==> config.mk <==
export PLATFORM = sky130hd
export DESIGN_NAME = regn_mode
export DESIGN_NICKNAME = d
export VERILOG_FILES = /design/src/rtl/neander_pkg.sv /design/src/rtl/regn_next.sv /design/src/rtl/regn_mode.sv
export SDC_FILE = /design/constraint.sdc
export NUM_CORES = 1
export LEC_CHECK = 0
export ABC_AREA = 1
export CAP_MARGIN = 40
export CORE_MARGIN = 8
export CORE_UTILIZATION = 49
export CTS_CLUSTER_DIAMETER = 80
export DETAILED_ROUTE_END_ITERATION = 8
export GPL_TIMING_DRIVEN = 0
export PLACE_DENSITY_LB_ADDON = 0.1
export SETUP_SLACK_MARGIN = 0.1
export SKIP_CTS_REPAIR_TIMING = 1
export SYNTH_ARGS = -nofsm -noshare
export SYNTH_HDL_FRONTEND = slang
export SYNTH_SLANG_ARGS = --single-unit
==> constraint.sdc <==
create_clock -name ck -period 2.1 [get_ports ck]
set_input_delay 0.315 -clock ck [delete_from_list [all_inputs] [get_ports ck]]
set_output_delay 0.315 -clock ck [all_outputs]
set_load 0.05 [all_outputs]
==> src/rtl/neander_pkg.sv <==
// Shared definitions for the Neander multi-mode register.
// Holds the operation encoding and its select width.
package neander_pkg;

    localparam int OP_W = 3;

    typedef enum logic [OP_W-1:0] {
        OP_HOLD = 3'b000,
        OP_LOAD = 3'b001,
        OP_INC  = 3'b010,
        OP_DEC  = 3'b011,
        OP_SHL  = 3'b100,
        OP_SHR  = 3'b101,
        OP_ROL  = 3'b110,
        OP_ROR  = 3'b111
    } regn_op_e;

endpackage

==> src/rtl/regn_next.sv <==
// Combinational next-value / carry logic for regn_mode.
// Ports: sq_i/sco_i current state, eop_i op, ed_i load data, esin_i serial in;
//        nq_o next value, nco_o next carry, novf_evt_o overflow/saturation event.
// Macro REGN_SAT_EN: INC at all-ones and DEC at zero hold the value instead of wrapping.
module regn_next
    import neander_pkg::*;
#(
    parameter int WIDTH = 8
) (
    input  logic [WIDTH-1:0] sq_i,
    input  logic             sco_i,
    input  logic [OP_W-1:0]  eop_i,
    input  logic [WIDTH-1:0] ed_i,
    input  logic             esin_i,
    output logic [WIDTH-1:0] nq_o,
    output logic             nco_o,
    output logic             novf_evt_o
);

    regn_op_e op;
    assign op = regn_op_e'(eop_i);

    localparam logic [WIDTH:0] ONE = {{WIDTH{1'b0}}, 1'b1};

    always_comb begin
        nq_o       = sq_i;
        nco_o      = sco_i;
        novf_evt_o = 1'b0;
        unique case (op)
            OP_HOLD: begin
            end
            OP_LOAD: begin
                nq_o  = ed_i;
                nco_o = 1'b0;
            end
            OP_INC: begin
                // The extra top bit of the sum is the wrap carry.
                {nco_o, nq_o} = {1'b0, sq_i} + ONE;
`ifdef REGN_SAT_EN
                if (nco_o) nq_o = sq_i;
`endif
                novf_evt_o = nco_o;
            end
            OP_DEC: begin
                // Top bit goes high only when borrowing from zero.
                {nco_o, nq_o} = {1'b0, sq_i} - ONE;
`ifdef REGN_SAT_EN
                if (nco_o) nq_o = sq_i;
`endif
                novf_evt_o = nco_o;
            end
            OP_SHL: begin
                nq_o  = {sq_i[WIDTH-2:0], esin_i};
                nco_o = sq_i[WIDTH-1];
            end
            OP_SHR: begin
                nq_o  = {esin_i, sq_i[WIDTH-1:1]};
                nco_o = sq_i[0];
            end
            OP_ROL: begin
                nq_o  = {sq_i[WIDTH-2:0], sq_i[WIDTH-1]};
                nco_o = sq_i[WIDTH-1];
            end
            OP_ROR: begin
                nq_o  = {sq_i[0], sq_i[WIDTH-1:1]};
                nco_o = sq_i[0];
            end
        endcase
    end

endmodule

==> src/rtl/regn_mode.sv <==
// Parametrised multi-mode register (AC/PC/RDM/REM class) for the Neander datapath.
// Ports: ck clock, ereset async active-low reset, eset sync set, eena enable,
//        eop op select, ed load data, esin serial in, eclr_ovf sticky clear;
//        sq value, sco carry, sovf sticky overflow, sz zero, sn sign.
// Macro REGN_SAT_EN (in regn_next): saturating INC/DEC.
module regn_mode
    import neander_pkg::*;
#(
    parameter int               WIDTH   = 8,
    parameter logic [WIDTH-1:0] SET_VAL = '1
) (
    input  logic             ck,
    input  logic             ereset,
    input  logic             eset,
    input  logic             eena,
    input  logic [OP_W-1:0]  eop,
    input  logic [WIDTH-1:0] ed,
    input  logic             esin,
    input  logic             eclr_ovf,
    output logic [WIDTH-1:0] sq,
    output logic             sco,
    output logic             sovf,
    output logic             sz,
    output logic             sn
);

    logic [WIDTH-1:0] q_q, q_d;
    logic             co_q, co_d;
    logic             ovf_q, ovf_d;

    logic [WIDTH-1:0] nq;
    logic             nco;
    logic             novf_evt;

    regn_next #(
        .WIDTH(WIDTH)
    ) u_next (
        .sq_i      (q_q),
        .sco_i     (co_q),
        .eop_i     (eop),
        .ed_i      (ed),
        .esin_i    (esin),
        .nq_o      (nq),
        .nco_o     (nco),
        .novf_evt_o(novf_evt)
    );

    always_comb begin
        q_d   = q_q;
        co_d  = co_q;
        ovf_d = ovf_q;
        if (eclr_ovf) ovf_d = 1'b0;
        if (eset) begin
            q_d  = SET_VAL;
            co_d = 1'b0;
        end else if (eena) begin
            q_d  = nq;
            co_d = nco;
            // Placed after the clear so a coincident event wins.
            if (novf_evt) ovf_d = 1'b1;
        end
    end

    always_ff @(posedge ck or negedge ereset) begin
        if (!ereset) begin
            q_q   <= '0;
            co_q  <= 1'b0;
            ovf_q <= 1'b0;
        end else begin
            q_q   <= q_d;
            co_q  <= co_d;
            ovf_q <= ovf_d;
        end
    end

    assign sq   = q_q;
    assign sco  = co_q;
    assign sovf = ovf_q;
    assign sz   = (q_q == '0);
    assign sn   = q_q[WIDTH-1];

endmodule

==> qor.yml <==
max-vdd-ir-drop_v: 0.0004389
drc: 0
root_buffer: "clkbuf_4"
critPathRequiredTime_ns: 1.78
drt-total-wl_um: 3361
crit_path_end: "sz"
wl_met3_um: 261
critPathLaunch: "sq[0]"
synth_area_leader_cell: "dfrtp_1"
wl_met2_um: 1709
clkTransAtPathRegs_ns: 0.07
antenna_found_initial: 0
cp_cell_sequence: "inv_2, ha_1, nand2_1, nor2_1, dlymetal6s2s_1"
areaGrowthSynthToFinish_pct: 30.90
gp_congestion: 0.9062
routedLengthMet1_um: 1391
die_w_um: 64.36
ys_types: 30
whs_ns: 0.3563
drive_above_1_share_pct: 17.76
slew_headroom_pct: 64.34
skew_ns: 0.008643
start_util_pct: 51.81
post_dp_cell_area_um2: 1451
arrival_ns: 1.63
final_area_um2: 1500
outcome: "complete, no violations"
fillers: 215
rsz0062_at_grt: "true"
critPathLaunchType: "register"
ys_ff_latch: 10
max_cap_viol_count: 0
worst_slew_pin_slew_ns: 0.5340
nNetsFinal: 235
die-area_um2: 4142
yosys_warnings: 0
post-route-period-util_pct: 92.68
r2r-start: "sq[0]"
via_count: 1319
dp_hpwl_um: 2676
slew_violations: 0
timing.fmax_ghz: 0.5138
total_power_uw: 785.7
final_antenna_net_count: 0
first_global_vias: 1248
highest_layer: "met3"
syn_avg_cell_area_um2: 6.263
clk_path_buf_depth: 2
synth.area.top_cells: "dfrtp_1 (22%), nand2_1 (13%), nand3_1 (11%)"
grt.total_usage_pct: 16.16
drt_iter0_markers: 53
syn-instance-count: 183
rows: 17
cp_slowest_cell: "dfrtp_1"
crit_fanout: 7
syn_area_um2: 1146
final_cell_mix: "nand2_1 (39), nor2_1 (27), nand3_1 (25)"
slowest_delay_ns: 0.48
grt_pass1_wl_um: 5589
cts_inserted_buffers: 3
layout_commonest_cell: "nand2_1"
ios: 29
r2r_end: "sq[2]"
insertion_delay_ns: 0.28
cts_tree: "yes"
crit_type: "register to primary output"
power_leakage_uw: 0.0007199
crit_path_end_kind: "primary output"
viasPerCell: 5.450
setup_viol: 0
grt_max_degree: 11
timing.critical_path.buf_inv: 2
crit_cells: 5
synth_top_area_share_pct: 21.83
io_buffers: 27
pwr_density_cell_nw_per_um2: 523.7
hold_viol_final: 0
grt_remaining_overflow: 0
reg2reg_depth: 7
cts_sinks: 10
synth_nets: 203
hp-class: "input pin to asynchronous set/reset pin"
die_y_um: 64.36
synth-seq-area-share_pct: 21.83
path_delay_family: "buffers and inverters"
htreeDepth: 1
diodes: 0
period_minus_slack_ns: 1.946
core_um2: 2212
dr.pass1.iters: 4
rrSetupSlack_ns: 0.41
wire_per_inst_um: 13.89
[synthesized netlist by cell type]
cell type / instances
o21ai_1: 3
clkinv_4: 1
nand2_2: 7
buf_2: 1
nand2_4: 2
a31oi_1: 1
a21oi_1: 7
nor3b_2: 1
nand3b_1: 1
nand2_1: 39
a22oi_1: 1
a211oi_1: 1
nor2_4: 4
nor2_1: 27
inv_4: 1
nand3_2: 1
nor3_2: 1
dfrtp_1: 10
o22ai_1: 6
ha_1: 3
inv_2: 5
buf_4: 4
nand3_1: 25
or2_2: 1
nor2_2: 3
o21ai_0: 2
a22oi_2: 2
nor3_1: 4
nand4_1: 2
inv_1: 17
[kinds of logic (layout without fill, tap and decap cells)]
group           after synthesis  in the layout  share of synthesized area (%)
buf+inv                      29             60                          11.57
simple gates                118            118                          50.76
fa+ha+maj                     3              3                          3.275
compound gates               23             23                          12.55
flops                        10             10                          21.83
[per-stage QoR]
step           std cells  setup TNS, ns  utilization, %  setup slack (ns)
3_3_place_gp         238              0           65.61           0.05005
6_report             242              0           67.82            0.1538
3_5_place_dp         238              0           65.61           0.06062
4_1_cts              242        -0.2513           67.25           -0.2513
5_1_grt              242              0           67.82           0.05723
2_1_floorplan        183              0               -            0.1128
[worst min path at each step]
stage	startpoint	end	slack (ns)	cells after the start
3_5_place_dp	sco	sco	0.47	2
6_report	ereset	sq[7]	0.36	1
4_1_cts	ereset	sq[7]	0.36	1
2_1_floorplan	ereset	sco	0.02	0
3_3_place_gp	sco	sco	0.47	2
5_1_grt	ereset	sq[7]	0.39	1
[registers in the layout, indices dropped and copies added (netlist names)]
register and cells:
sco 1, sovf 1, sq 8
[worst reg2reg max path, delay by kind of cell (launching register included)]
family / cells / cell delay, ns
AND/OR/NAND/NOR: 4 / 0.60
flip-flops: 1 / 0.50
AO/OA/AOI/OAI: 1 / 0.07
adder cells (fa/ha/maj): 1 / 0.29
buffers and inverters: 1 / 0.12
[metal layers]
metal	vias to the layer above	GRT usage [%]
met2	52	28.20
met4	0	3.270
met5	-	0
met1	608	18.78
li1	659	-
met3	0	5.226
[final cells by class]
type                       count  area (µm²)  area share (%)
buffer                         5       35.03           2.335
timing repair buffer          27       282.8           18.85
inverter                      24       97.59           6.505
clock buffer                   4       36.28           2.419
multi-input combinational    144       763.2           50.88
tap                           28       35.03           2.335
sequential                    10       250.2           16.68
[power breakdown]
| part | switching, µW | leakage [µW] | internal [µW] | total, µW |
|---|---|---|---|---|
| clock | 74.9 | 0.0000210 | 106 | 181 |
| sequential | 22.5 | 0.000106 | 209 | 231 |
| combinational | 239 | 0.000593 | 135 | 374 |
| total | 337 | 0.000720 | 449 | 786 |
(Power assumes the default switching activity.)
